**src/rtl/ddr_act_sched.sv**
```systemverilog
//==============================================================================
// Module      : ddr_act_sched
// Description : Epoch sequencer between the activation source memory, the MIG
//               UI wrapper and the DNN. Each epoch it waits for calibration,
//               strikes a write burst (advancing the source address on every
//               wdf_ack), waits a fixed gap, strikes a read burst and enables
//               the DNN on every valid read beat. A no-progress timeout parks
//               the FSM in a sticky error state.
// Ports       : clk/reset          - ui_clk, async active-high ui_rst
//               start              - one-cycle run request (IDLE/DONE only)
//               init_calib_complete, wdf_ack, wr_done, rd_data_valid, rd_done
//                                  - MIG UI status inputs
//               mem_wen_strike / mem_ren_strike - one-cycle burst strikes
//               src_addr           - source-memory address (write data index)
//               dnn_en             - DNN clock-enable (rd_data_valid in RD_RUN)
//               epoch_cnt          - completed epochs
//               busy / done / err  - status, done pulse, sticky timeout flag
//               rd_cnt_err         - sticky beat-count error (optional)
// Options     : `define RD_BEAT_CHECK_EN adds a read-beat counter and the
//               rd_cnt_err output.
// Revision    : 1.0 - initial release
//==============================================================================
`default_nettype none

module ddr_act_sched #(
    parameter int ADDR_W     = 20,
    parameter int NUM_BEATS  = 16384,
    parameter int GAP_CYCLES = 2,
    parameter int NUM_EPOCHS = 1,
    parameter int TO_W       = 20
) (
    input  logic              clk,
    input  logic              reset,
    input  logic              start,
    input  logic              init_calib_complete,
    input  logic              wdf_ack,
    input  logic              wr_done,
    input  logic              rd_data_valid,
    input  logic              rd_done,
    output logic              mem_wen_strike,
    output logic              mem_ren_strike,
    output logic [ADDR_W-1:0] src_addr,
    output logic              dnn_en,
    output logic [15:0]       epoch_cnt,
    output logic              busy,
    output logic              done,
`ifdef RD_BEAT_CHECK_EN
    output logic              rd_cnt_err,
`endif
    output logic              err
);

    localparam int                c_gap_w      = (GAP_CYCLES < 2) ? 1 : $clog2(GAP_CYCLES + 1);
    localparam logic [ADDR_W-1:0] c_last_addr  = ADDR_W'(NUM_BEATS - 1);
    // Expiry is detected one count early so err rises on the cycle the
    // counter would reach all-ones.
    localparam logic [TO_W-1:0]   c_to_limit   = {{(TO_W-1){1'b1}}, 1'b0};
    localparam logic [TO_W-1:0]   c_to_ones    = {TO_W{1'b1}};
    localparam logic [c_gap_w-1:0] c_gap_load  = c_gap_w'(GAP_CYCLES);
    localparam logic [c_gap_w-1:0] c_gap_one   = c_gap_w'(1);
    localparam logic [15:0]       c_last_epoch = 16'(NUM_EPOCHS - 1);

    typedef enum logic [3:0] {
        S_IDLE      = 4'd0,
        S_WAIT_CAL  = 4'd1,
        S_WR_STRIKE = 4'd2,
        S_WR_RUN    = 4'd3,
        S_GAP       = 4'd4,
        S_RD_STRIKE = 4'd5,
        S_RD_RUN    = 4'd6,
        S_NEXT      = 4'd7,
        S_DONE      = 4'd8,
        S_ERR       = 4'd9
    } state_t;

    state_t              r_state;
    logic [ADDR_W-1:0]   r_src_addr;
    logic [15:0]         r_epoch_cnt;
    logic [TO_W-1:0]     r_to_cnt;
    logic [c_gap_w-1:0]  r_gap_cnt;
    logic                r_wen_strike;
    logic                r_ren_strike;
    logic                r_done;
    logic                r_err;
    logic                w_to_expire;

    assign w_to_expire = (r_to_cnt == c_to_limit);

`ifdef RD_BEAT_CHECK_EN
    logic [31:0] r_beat_cnt;
    logic        r_rd_cnt_err;
    logic [31:0] w_beat_total;

    // Includes a beat that coincides with rd_done.
    assign w_beat_total = r_beat_cnt + 32'(rd_data_valid);
    assign rd_cnt_err   = r_rd_cnt_err;
`endif

    always_ff @(posedge clk or posedge reset) begin
        if (reset) begin
            r_state      <= S_IDLE;
            r_src_addr   <= '0;
            r_epoch_cnt  <= '0;
            r_to_cnt     <= '0;
            r_gap_cnt    <= '0;
            r_wen_strike <= 1'b0;
            r_ren_strike <= 1'b0;
            r_done       <= 1'b0;
            r_err        <= 1'b0;
`ifdef RD_BEAT_CHECK_EN
            r_beat_cnt   <= '0;
            r_rd_cnt_err <= 1'b0;
`endif
        end else begin
            r_wen_strike <= 1'b0;
            r_ren_strike <= 1'b0;
            r_done       <= 1'b0;
            case (r_state)
                S_IDLE, S_DONE: begin
                    if (start) begin
                        r_state     <= S_WAIT_CAL;
                        r_epoch_cnt <= '0;
                        r_src_addr  <= '0;
                        r_to_cnt    <= '0;
                    end
                end
                S_WAIT_CAL: begin
                    if (init_calib_complete) begin
                        r_state      <= S_WR_STRIKE;
                        r_wen_strike <= 1'b1;
                        r_to_cnt     <= '0;
                    end else if (w_to_expire) begin
                        r_state  <= S_ERR;
                        r_err    <= 1'b1;
                        r_to_cnt <= c_to_ones;
                    end else begin
                        r_to_cnt <= r_to_cnt + TO_W'(1);
                    end
                end
                S_WR_STRIKE: begin
                    r_state  <= S_WR_RUN;
                    r_to_cnt <= '0;
                end
                S_WR_RUN: begin
                    if (wdf_ack && (r_src_addr != c_last_addr)) begin
                        r_src_addr <= r_src_addr + ADDR_W'(1);
                    end
                    if (wr_done) begin
                        r_to_cnt <= '0;
                        if (GAP_CYCLES == 0) begin
                            r_state      <= S_RD_STRIKE;
                            r_ren_strike <= 1'b1;
                        end else begin
                            r_state   <= S_GAP;
                            r_gap_cnt <= c_gap_load;
                        end
                    end else if (wdf_ack) begin
                        r_to_cnt <= '0;
                    end else if (w_to_expire) begin
                        r_state  <= S_ERR;
                        r_err    <= 1'b1;
                        r_to_cnt <= c_to_ones;
                    end else begin
                        r_to_cnt <= r_to_cnt + TO_W'(1);
                    end
                end
                S_GAP: begin
                    // GAP lasts exactly GAP_CYCLES cycles.
                    if (r_gap_cnt <= c_gap_one) begin
                        r_state      <= S_RD_STRIKE;
                        r_ren_strike <= 1'b1;
                    end else begin
                        r_gap_cnt <= r_gap_cnt - c_gap_one;
                    end
                end
                S_RD_STRIKE: begin
                    r_state  <= S_RD_RUN;
                    r_to_cnt <= '0;
`ifdef RD_BEAT_CHECK_EN
                    r_beat_cnt <= '0;
`endif
                end
                S_RD_RUN: begin
`ifdef RD_BEAT_CHECK_EN
                    r_beat_cnt <= w_beat_total;
                    if (rd_done && (w_beat_total != 32'(NUM_BEATS))) begin
                        r_rd_cnt_err <= 1'b1;
                    end
`endif
                    if (rd_done) begin
                        r_state  <= S_NEXT;
                        r_to_cnt <= '0;
                    end else if (rd_data_valid) begin
                        r_to_cnt <= '0;
                    end else if (w_to_expire) begin
                        r_state  <= S_ERR;
                        r_err    <= 1'b1;
                        r_to_cnt <= c_to_ones;
                    end else begin
                        r_to_cnt <= r_to_cnt + TO_W'(1);
                    end
                end
                S_NEXT: begin
                    r_epoch_cnt <= r_epoch_cnt + 16'd1;
                    r_src_addr  <= '0;
                    r_to_cnt    <= '0;
                    if (r_epoch_cnt == c_last_epoch) begin
                        r_state <= S_DONE;
                        r_done  <= 1'b1;
                    end else begin
                        r_state <= S_WAIT_CAL;
                    end
                end
                S_ERR: begin
                    r_state <= S_ERR;
                end
                default: begin
                    r_state <= S_IDLE;
                end
            endcase
        end
    end

    assign mem_wen_strike = r_wen_strike;
    assign mem_ren_strike = r_ren_strike;
    assign src_addr       = r_src_addr;
    assign epoch_cnt      = r_epoch_cnt;
    assign done           = r_done;
    assign err            = r_err;
    // Zero-latency enable so the DNN steps on exactly the beat it receives.
    assign dnn_en         = (r_state == S_RD_RUN) && rd_data_valid;
    assign busy           = (r_state != S_IDLE) && (r_state != S_DONE) && (r_state != S_ERR);

endmodule

`default_nettype wire

```
**config.mk**
```make
export PLATFORM = sky130hd
export DESIGN_NAME = ddr_act_sched
export DESIGN_NICKNAME = d
export VERILOG_FILES = /design/src/rtl/ddr_act_sched.sv
export SDC_FILE = /design/constraint.sdc
export NUM_CORES = 1
export LEC_CHECK = 0
export CAP_MARGIN = 20
export CORE_MARGIN = 2
export CORE_UTILIZATION = 25
export CTS_CLUSTER_SIZE = 30
export DETAILED_ROUTE_END_ITERATION = 10
export GPL_TIMING_DRIVEN = 0
export SKIP_LAST_GASP = 1
export SLEW_MARGIN = 10
export SYNTH_ARGS = -nofsm -noshare
export SYNTH_HDL_FRONTEND = slang
export SYNTH_SLANG_ARGS = --single-unit
```
**constraint.sdc**
```tcl
create_clock -name clk -period 1.83 [get_ports clk]
set_input_delay 0.183 -clock clk [delete_from_list [all_inputs] [get_ports clk]]
set_output_delay 0.183 -clock clk [all_outputs]
set_load 0.005 [all_outputs]
```
==> metrics.log, run 1 <==
INFO  metric run_status = complete, but fails checks
INFO  metric violations = negative setup slack
INFO  metric die_width = 129 um
INFO  metric grt_overflow = 0
INFO  metric worstPathMaxFanout = 6
INFO  metric switching_portion_of_total_power = 0.365
INFO  metric final_antenna_net_count = 0
INFO  metric ir_drop = ~0.00055 V
INFO  metric reg2reg_setup_slack = -0.24 ns
INFO  metric crit_end = src_addr[8]
INFO  metric combPwrFrac = 0.520
INFO  metric predominant_post_synthesis_flop_cell = sky130_fd_sc_hd__dfrtp_1
INFO  metric cp_cell_sequence = ha_4 -> nand4_1 -> or4_4 -> o2111ai_4 -> buf_6 -> xor2_1 -> nor2_1
INFO  metric slowest_stage = sky130_fd_sc_hd__or4_4
INFO  metric routabilityCongestion = 0.898
INFO  metric seq_area_frac_synth = 0.425
INFO  metric track_usage = 0.153
INFO  metric floorplan_die_area = roughly 17,000 um2
INFO  metric cts_tree = done
INFO  metric worstSetupEndpointType = register
INFO  metric critical_path.reg2reg.endpoint = src_addr[8]
INFO  metric grt_pass1_wl = between 20,000 and 25,000 um
INFO  metric clkSlewWorstSetupHoldPaths = 0.06 ns
INFO  metric number_of_buffers_created_by_cts = 9
INFO  metric min-delay-path-class = in -> async
INFO  metric worst_r2r_startpoint = src_addr[1]
INFO  metric grt_antenna_before_repair = 0
INFO  metric post-route-worst-setup-slack = -0.241 ns
INFO  metric floorplan.rows = 45
INFO  metric synth.largest_area_cell = sky130_fd_sc_hd__dfrtp_1
INFO  metric worst-r2r-cell-count = 7
INFO  metric avgRoutedWirePerCell = between 15 and 20 um
INFO  metric unrepaired_setup_endpoints_after_global_routing = true
INFO  metric synth_enable_flop_cells = 0
INFO  metric drt-pass1-iter-count = 4
INFO  metric areaGrowthSynthToFinish = 60.0%
INFO  metric layout_worst_path_cycle_share = 1.13
INFO  metric synth_commonest_cells = sky130_fd_sc_hd__dfrtp_1 (66), sky130_fd_sc_hd__o21ai_0 (54), sky130_fd_sc_hd__nand2_1 (37)
INFO  metric grt_max_degree = 28
INFO  metric synthMostInstantiatedCell = sky130_fd_sc_hd__dfrtp_1
INFO  metric count_of_final_max_slew_check_failures = 0
INFO  metric cts_hold_buf = 0
INFO  metric synth.ff_latch_count = 66
INFO  metric cellInternalPower = 0.00465 W
INFO  metric place_worst_setup_slack = -0.563 ns
INFO  metric cellLeakagePower = 2.63 nW
INFO  metric critical_path_class = reg -> reg
INFO  metric final_layout_size_suffix_gt1_frac = 0.336
INFO  metric finClkSkew = 0.00371 ns
INFO  metric cts_root_buffer = sky130_fd_sc_hd__clkbuf_16
INFO  metric drt_drc_violations_left = 0
INFO  metric min_period = approximately 2.1 ns
INFO  metric post_detailed_routing_wire_length = ~13,000 um
INFO  metric avgViaCountPerCell = 5.32
INFO  metric cts.sinks = 66
INFO  metric setup_viol_count_final = 48
INFO  metric clockPowerShare = 0.232
INFO  metric power.share.sequential = 0.248
INFO  metric initial_core_util = 0.256
INFO  metric layout_utilization = 0.409
INFO  metric async_reset_ff_frac = 1.00
INFO  metric grt_pass1_vias = approximately 4,000
INFO  metric cap_violations = 0
INFO  metric first_iter_violations = 214
INFO  metric crit_path_max_incr_delay = around 0.63 ns
INFO  metric critical_path_arrival = 2.29 ns
INFO  metric die_h = approximately 130 um
INFO  metric clock_path_buffers = 2
INFO  metric startpoint = src_addr[1]
INFO  metric synth.lib_cells_used.distinct = 56
INFO  metric cts.htree.levels = 3
INFO  metric synth_area = ~3900 um2
INFO  metric hpwl = 7720 um
INFO  metric average_instance_area_after_synthesis = just under 9 um2
INFO  metric timing.slew.headroom = 0.688
INFO  metric synth_cells = 436
INFO  metric final-hold-violation-count = 0
INFO  metric final_nets = 586
INFO  metric synth.net_count = 450
INFO  metric top_level_ports = 50
INFO  metric whs = 0.197 ns
INFO  metric clkLatencyLatePin = 0.33 ns
INFO  metric timing.critical_path.required = 2.05 ns
INFO  metric number_of_diodes = 0
INFO  metric placement.io_buffers = 49
INFO  metric power.net_switching = approximately 0.0027 W
INFO  metric tightestPinTransition = ~0.46 ns
INFO  metric placeableCoreArea = 15,200 um2
INFO  metric netlist.area_leader.share = 0.425
INFO  metric clock.fmax = between 0.4 and 0.5 GHz
INFO  metric overall_via_count_from_detail_route = 4,071
INFO  metric most_area_consuming_cells_after_synthesis = sky130_fd_sc_hd__dfrtp_1 (42%), sky130_fd_sc_hd__o21ai_0 (7.0%), sky130_fd_sc_hd__nand2_1 (3.6%), sky130_fd_sc_hd__a22o_1 (3.2%), sky130_fd_sc_hd__nor2_1 (2.9%)
INFO  metric synth.yosys.warnings = 0
INFO  metric power_per_cell_area = about 1200 nW/um2
INFO  metric cp-start-kind = register
cell type report:
class	instances	area (um2)
Clock inverter	6	57.6
Fill cell	1424	8980
Inverter	17	71.3
Buffer	19	228
Multi-Input combinational cell	326	2440
Timing Repair Buffer	133	1300
Tap cell	188	235
Clock buffer	10	229
Sequential cell	66	1660
routing by layer:
metal / global-route usage / share of wire / vias up
met2: 0.269 / 0.51 / 123
met4: 0.0582 / 0.020 / 0
met3: 0.0333 / 0.045 / 29
met1: 0.182 / 0.42 / 2012
met5: 0 / 0 / -
li1: - / - / 1907
through the flow:
| step | total power, W | cells | TNS [ns] | instance area (um2) |
|---|---|---|---|---|
| 2_1_floorplan | 0.00319 | 436 | -1.66 | 3910 |
| 3_3_place_gp | 0.00381 | 673 | -22.79 | 4640 |
| 3_5_place_dp | 0.00388 | 676 | -23.90 | 4680 |
| 4_1_cts | 0.00679 | 742 | -4.36 | 5810 |
| 5_1_grt | 0.00770 | 765 | -7.77 | 6220 |
| 6_report | 0.00732 | 765 | -5.22 | 6220 |
power by group through the flow:
stage	clock network, W	logic [W]	registers, W
4_1_cts	0.00173	0.00329	0.00177
3_3_place_gp	0	0.00201	0.00180
5_1_grt	0.00179	0.00407	0.00183
3_5_place_dp	0	0.00208	0.00181
2_1_floorplan	0	0.00142	0.00177
6_report	0.00170	0.00381	0.00181
critical path: cells and delay by family, from the launching register on:
kind | cells | cell delay [ns]
DFF | 1 | 0.38
and+or+nand+nor | 3 | 0.84
buffers and inverters | 1 | 0.14
adders and majority gates | 1 | 0.14
xor gates and xnor gates | 1 | 0.14
AOI/OAI and AO/OA | 1 | 0.31
worst min-delay path by stage:
stage               start  slack, ns  depth (start not counted)      endpoint
floorplan           reset       0.33                          1          done
finish              reset       0.20                          2  src_addr[12]
global route        reset       0.22                          2  src_addr[12]
CTS                 reset       0.21                          2  src_addr[12]
detailed placement    err       0.45                          1           err
global placement      err       0.46                          1           err
repair_timing:
action,CTS,global route
setup endpoints to repair,61,59
hold endpoints to repair,0,0
cloned,6,2
pin swaps,44,46
setup buffers,48,29
gates resized for setup,126,84
cells in the final DEF, fill, tap and decap left out, drive strengths merged, types with 3 or more instances in the layout:
cell / count
dfrtp: 66
nor2b: 4
nor4: 10
clkbuf: 19
a21o: 7
inv: 15
nor3: 5
nor2: 30
o2111ai: 3
clkinv: 4
and3: 8
clkinvlp: 3
nand2b: 5
or4: 5
o211ai: 14
o21ai: 55
and2: 5
or2: 4
o2bb2ai: 4
o31ai: 9
a22o: 14
and4: 3
a21oi: 14
clkdlybuf4s50: 47
xor2: 8
ha: 6
o41ai: 3
nand4: 18
a31oi: 3
nand3: 19
or3: 6
mux2i: 3
nand2: 37
a22oi: 3
buf: 94
sequential cells by signal, summed over array words and instances, names as in the netlist, 2 cells and up:
name and count:
r_to_cnt 20, r_state 4, epoch_cnt 16, src_addr 20, r_gap_cnt 2
cell families after synthesis:
family / Yosys count / share of synthesized area
adders and majority gates: 6 / 0.0193
muxes: 3 / 0.00773
and+or+nand+nor: 167 / 0.233
xor gates and xnor gates: 10 / 0.0225
AOI/OAI and AO/OA: 138 / 0.239
DFF: 66 / 0.425
buffers and inverters: 46 / 0.0534
(Power assumes the default switching activity.)
==> run 2: changes to the inputs <==
- HOLD_SLACK_MARGIN: unset -> 0.05
==> results of run 2 <==
Same layout as run 1: the final DEF is identical, and so are final timing and power.
==> edit 1: new RTL, settings of run 2 <==
Make the reset (`reset`) synchronous in one clocked block. Comments in the files are not updated.
--- a/src/rtl/ddr_act_sched.sv
+++ b/src/rtl/ddr_act_sched.sv
@@ -96,7 +96,7 @@
     assign rd_cnt_err   = r_rd_cnt_err;
 `endif
 
-    always_ff @(posedge clk or posedge reset) begin
+    always_ff @(posedge clk) begin
         if (reset) begin
             r_state      <= S_IDLE;
             r_src_addr   <= '0;
Formal check against the unedited RTL: differs if reset is asserted again (counterexample within 4 cycles, from zero or initial values and one cycle with reset high); with reset held inactive, the same outputs for 10 cycles.
==> edit 1 against run 2 <==
Worst hold slack better by 0.30 ns; the flow still finishes with violations (negative setup slack); die area is 1.9% lower; sequential cell count stayed put; worst setup slack worse by 0.032 ns; synthesized area is 1.9% lower; critical path depth is 2 lower; core utilization is 2.9 points lower; cell area is 8.1% lower; wire length is 0.90% lower; non-clock buffer count is 41 lower.
Power is not compared: it rests on default switching activity, and its combinational part moved more than twofold at a synthesized area within 25%.
==> edit 1: results (changes against run 2) <==
{| class="wikitable"
! Metric !! Value
|-
| Path category of the worst min-delay check || register to register
|-
| Fraction of met2 tracks used by global routing || 24.8% (-2.0 points)
|-
| Least setup slack across all paths after layout || -0.273 ns (-0.0319 ns)
|-
| Critical path peak fanout || 7 (+1)
|-
| Largest cells by area after synthesis || sky130_fd_sc_hd__dfxtp_1 (35%), sky130_fd_sc_hd__o21ai_0 (4.7%), sky130_fd_sc_hd__nand2_1 (4.6%)
|-
| Net Count, Synth || 487 (+8.2%)
|-
| Total routing usage reported by global routing || 14.8% (-0.50 points)
|-
| Number of global-route vias before repair || 3936 (-1.4%)
|-
| Yosys cell types || 68 (+21%)
|-
| Placement Setup Slack || -0.555 ns (+0.00773 ns)
|-
| Vias per cell || 5.59 (+5.1%)
|-
| Endpoints failing setup || 42 (-13%)
|-
| Number of search-and-repair iterations in the first detailed-routing pass || 5 (+1)
|-
| Cell depth of the worst flop-to-flop path || 5 (-2)
|-
| Wire length of the first global-routing pass || 19.3 mm (-4.1%)
|-
| DPL Wire Length || 8.25 mm (+6.9%)
|-
| Max-Slew Margin vs Limit || 62.1% (-6.7 points)
|-
| Fraction of registers with async set/reset || 0% (-100 points)
|-
| Adder-cell share of the synthesized area || 1.97% (+0.038 points)
|-
| Post-Route WL || 12.7 mm (-0.90%)
|-
| Violations in the final reports || negative setup slack
|-
| Final-layout setup total negative slack || -4.63 ns (+0.588 ns)
|-
| Synthesized-area fraction occupied by xor and xnor cells || 1.15% (-1.1 points)
|-
| Clock latency of the later-clocked register in the worst-skew pair || 0.35 ns (+0.02 ns)
|-
| Critical R2R Capture || src_addr[13]
|-
| Total number of nets in the final design || 582 (-0.68%)
|-
| Largest incremental delay on the critical path || 0.52 ns (-0.11 ns)
|-
| Crit path DAT || 2.34 ns (+0.05 ns)
|-
| Status || finished with violations
|-
| Met1 layer usage reported by global route || 17.9% (-0.32 points)
|}
edit 1: stage by stage:
| stage | hold WS [ns] | instance area (sq um) | instances | power (mW) |
|---|---|---|---|---|
| final | 0.498 | 5710 | 761 | 3.83 |
| after global routing | 0.530 | 5710 | 761 | 3.95 |
| after CTS | 0.486 | 5300 | 744 | 3.77 |
| after detailed placement | 0.469 | 4620 | 710 | 1.94 |
| after global placement | 0.465 | 4620 | 710 | 1.93 |
| after floorplan | 0.352 | 3890 | 473 | 1.80 |
edit 1: critical path, delay by kind of cell, from the launching register on:
kind | cells | cell delay [ns]
compound gates | 2 | 0.48
flops | 1 | 0.32
simple gates | 3 | 1.20
edit 1: cell families (layout without fill, tap and decap cells):
logic type                 after synthesis  count (layout)
AOI/OAI and AO/OA                      141             141
xor gates and xnor gates                 5               5
adders and majority gates                6               6
buffers and inverters                   43             143
DFF                                     66              66
muxes                                    5               5
and+or+nand+nor                        207             207
edit 1: timing repair:
action	in CTS	in global routing
pin swaps	27	35
buffers inserted	20	19
endpoints found under the hold margin	0	0
endpoints found under the setup margin	52	56
cloned	1	2
gates resized for setup	79	68
edit 1: report_power, final:
part           internal (mW)  leakage [nW]  switching (mW)
clock network           1.05         0.145           0.709
logic                  0.274          1.36           0.350
registers               1.44         0.541         0.00872
edit 1: routing by layer:
layer,share of wire (%),up-vias
met5,0,-
met4,2.6,0
met2,49,145
met1,43,2078
met3,5.4,31
li1,-,2003
edit 1: worst max-delay path by stage:
stage                 start  cells past startpoint  slack [ns]            end
2_1_floorplan  src_addr[16]                      5       -0.15    src_addr[0]
3_3_place_gp          start                      6       -0.50    src_addr[2]
3_5_place_dp          reset                      6       -0.56  epoch_cnt[14]
4_1_cts        src_addr[16]                      6       -0.26   src_addr[10]
5_1_grt        src_addr[16]                      5       -0.35   src_addr[11]
6_report       src_addr[16]                      5       -0.27   src_addr[13]
edit 1: layout make-up:
| cell class | instances | area [sq um] | share of cell area (%) |
|---|---|---|---|
| Clock inverter | 7 | 70.1 | 1.23 |
| Multi-Input combinational cell | 364 | 2720 | 47.5 |
| Sequential cell | 66 | 1350 | 23.6 |
| Inverter | 16 | 60.1 | 1.05 |
| Tap cell | 188 | 235 | 4.12 |
| Clock buffer | 9 | 225 | 3.94 |
| Timing Repair Buffer | 90 | 860 | 15.0 |
| Buffer | 21 | 198 | 3.46 |
==> edit 2: new RTL, flow settings as in run 2 <==
Made on the original files. Build with the macro `RD_BEAT_CHECK_EN` defined.
--- a/src/rtl/ddr_act_sched.sv
+++ b/src/rtl/ddr_act_sched.sv
@@ -22,6 +22,8 @@
 //==============================================================================
 `default_nettype none
 
+`define RD_BEAT_CHECK_EN
+
 module ddr_act_sched #(
     parameter int ADDR_W     = 20,
     parameter int NUM_BEATS  = 16384,
Check against the original RTL (old outputs only; new: rd_cnt_err): equivalent (equiv_simple and equiv_induct, registers matched by name and starting in step).
==> edit 2 against run 2 <==
Critical endpoint is now rd_cnt_err; synthesized area rose by 52%; highest routed layer unchanged; total power rose by 30%; largest cell class unchanged; the run still ends with negative setup slack left; cell count rose by 56%; cell area rose by 45%; maximum frequency fell by 6.1%; wire length rose by 47%; sequential cell count rose by 33; worst setup slack got worse by 0.14 ns.
==> edit 2: results (changes against run 2) <==
{| class="wikitable"
! Metric !! Value
|-
| Status || finished with violations
|-
| Violations in the final reports || negative setup slack
|-
| Least setup slack across all paths after layout || -0.376 ns (-0.135 ns)
|-
| Worst IR Drop VDD || 0.000494 V (-9.9%)
|-
| Sequential cell area fraction in the yosys report || 41.8% (-0.69 points)
|-
| Clock distribution area overhead in the final layout || 3.35% (-1.3 points)
|-
| Clock latency of the later-clocked register in the worst-skew pair || 0.37 ns (+0.04 ns)
|-
| Area occupied by multi-input gates || 0.00398 sq mm (+63%)
|-
| Max-Slew Margin vs Limit || 66.7% (-2.1 points)
|-
| Static leakage power || 3.67 nW (+39%)
|-
| Placement Setup Slack || -1.14 ns (-0.577 ns)
|-
| Signal buf overhead || 19.3% (-5.2 points)
|-
| Adder-cell share of the synthesized area || 1.69% (-0.24 points)
|-
| Width of the die || 158 um (+23%)
|-
| DPL Wire Length || 11.5 mm (+49%)
|-
| Final-layout setup total negative slack || -10.63 ns (-5.42 ns)
|-
| Proportion of cell area occupied by registers || 27.7% (+0.94 points)
|-
| Count of inverters not on the clock network in the layout || 22 (+5)
|-
| Total number of nets in the final design || 885 (+51%)
|-
| Post-synthesis compound-gate area fraction || 20.7% (-3.1 points)
|-
| Mux contribution to synthesized area || 2.26% (+1.5 points)
|-
| Global-route met3 utilization || 3.04% (-0.29 points)
|-
| Crit path DAT || 2.44 ns (+0.15 ns)
|-
| Met1 layer usage reported by global route || 20.5% (+2.3 points)
|-
| Total combinational power || 4.73 mW (+24%)
|-
| Number of clock buffer instances in the layout || 9 (-1)
|-
| Synthesized-area fraction occupied by xor and xnor cells || 3.10% (+0.85 points)
|-
| Largest incremental delay on the critical path || 0.56 ns (-0.07 ns)
|-
| Total routing usage reported by global routing || 14.9% (-0.35 points)
|-
| Layout cell share with drive strength beyond 1 || 34.1% (+0.47 points)
|-
| Fraction of met2 tracks used by global routing || 23.7% (-3.1 points)
|-
| Switching power total || 3.77 mW (+41%)
|-
| Post-Route WL || 18.8 mm (+47%)
|-
| Placer congestion estimate || 0.862 (-4.1%)
|-
| Number of search-and-repair iterations in the first detailed-routing pass || 5 (+1)
|-
| Number of standard cells in the layout, taps in and fillers out || 1193 (+56%)
|-
| WL met3 || 1.06 mm (+84%)
|-
| Internal || 5.72 mW (+23%)
|-
| DRT met1 WL || 8.27 mm (+53%)
|-
| Number of global-route vias before repair || 5696 (+43%)
|-
| Wire length of the first global-routing pass || 29.8 mm (+48%)
|-
| Number of cells in the design after placement || 1090 (+61%)
|-
| Endpoints failing setup || 58 (+21%)
|-
| Net Count, Synth || 734 (+63%)
|-
| Post-route design area || 0.00900 sq mm (+45%)
|-
| Cell count after synthesis || 718 (+65%)
|-
| Repair and plain buffers || 184 (+21%)
|-
| Port buffer count || 50 (+2.0%)
|-
| Critical path peak fanout || 8 (+2)
|-
| Power dissipated in sequential cells || 2.74 mW (+51%)
|-
| Wire length on met2 || 9.09 mm (+39%)
|}
[edit 2: changes by cell type after synthesis, sizes merged, moves of 8 or more]
cell | before | now
o211ai | 14 | 4
nor3 | 5 | 17
a21oi | 14 | 39
o21ai | 55 | 96
a31oi | 3 | 12
a22o | 14 | 5
nand2 | 37 | 63
nand3 | 19 | 58
clkbuf | 18 | 31
nor2 | 30 | 80
o31ai | 9 | 18
dfrtp | 66 | 99
o22ai | 0 | 8
[edit 2: logic make-up (layout without fill, tap and decap cells)]
group | after synthesis | in the layout
and+or+nand+nor | 306 | 306
DFF | 99 | 99
adders and majority gates | 8 | 8
xor gates and xnor gates | 21 | 21
buffers and inverters | 66 | 222
AOI/OAI and AO/OA | 205 | 205
muxes | 13 | 13
[edit 2: timing repair]
item | CTS | global route
pin swaps | 61 | 59
setup buffers | 64 | 36
setup endpoints to repair | 89 | 85
gates cloned | 3 | 1
gates resized for setup | 151 | 147
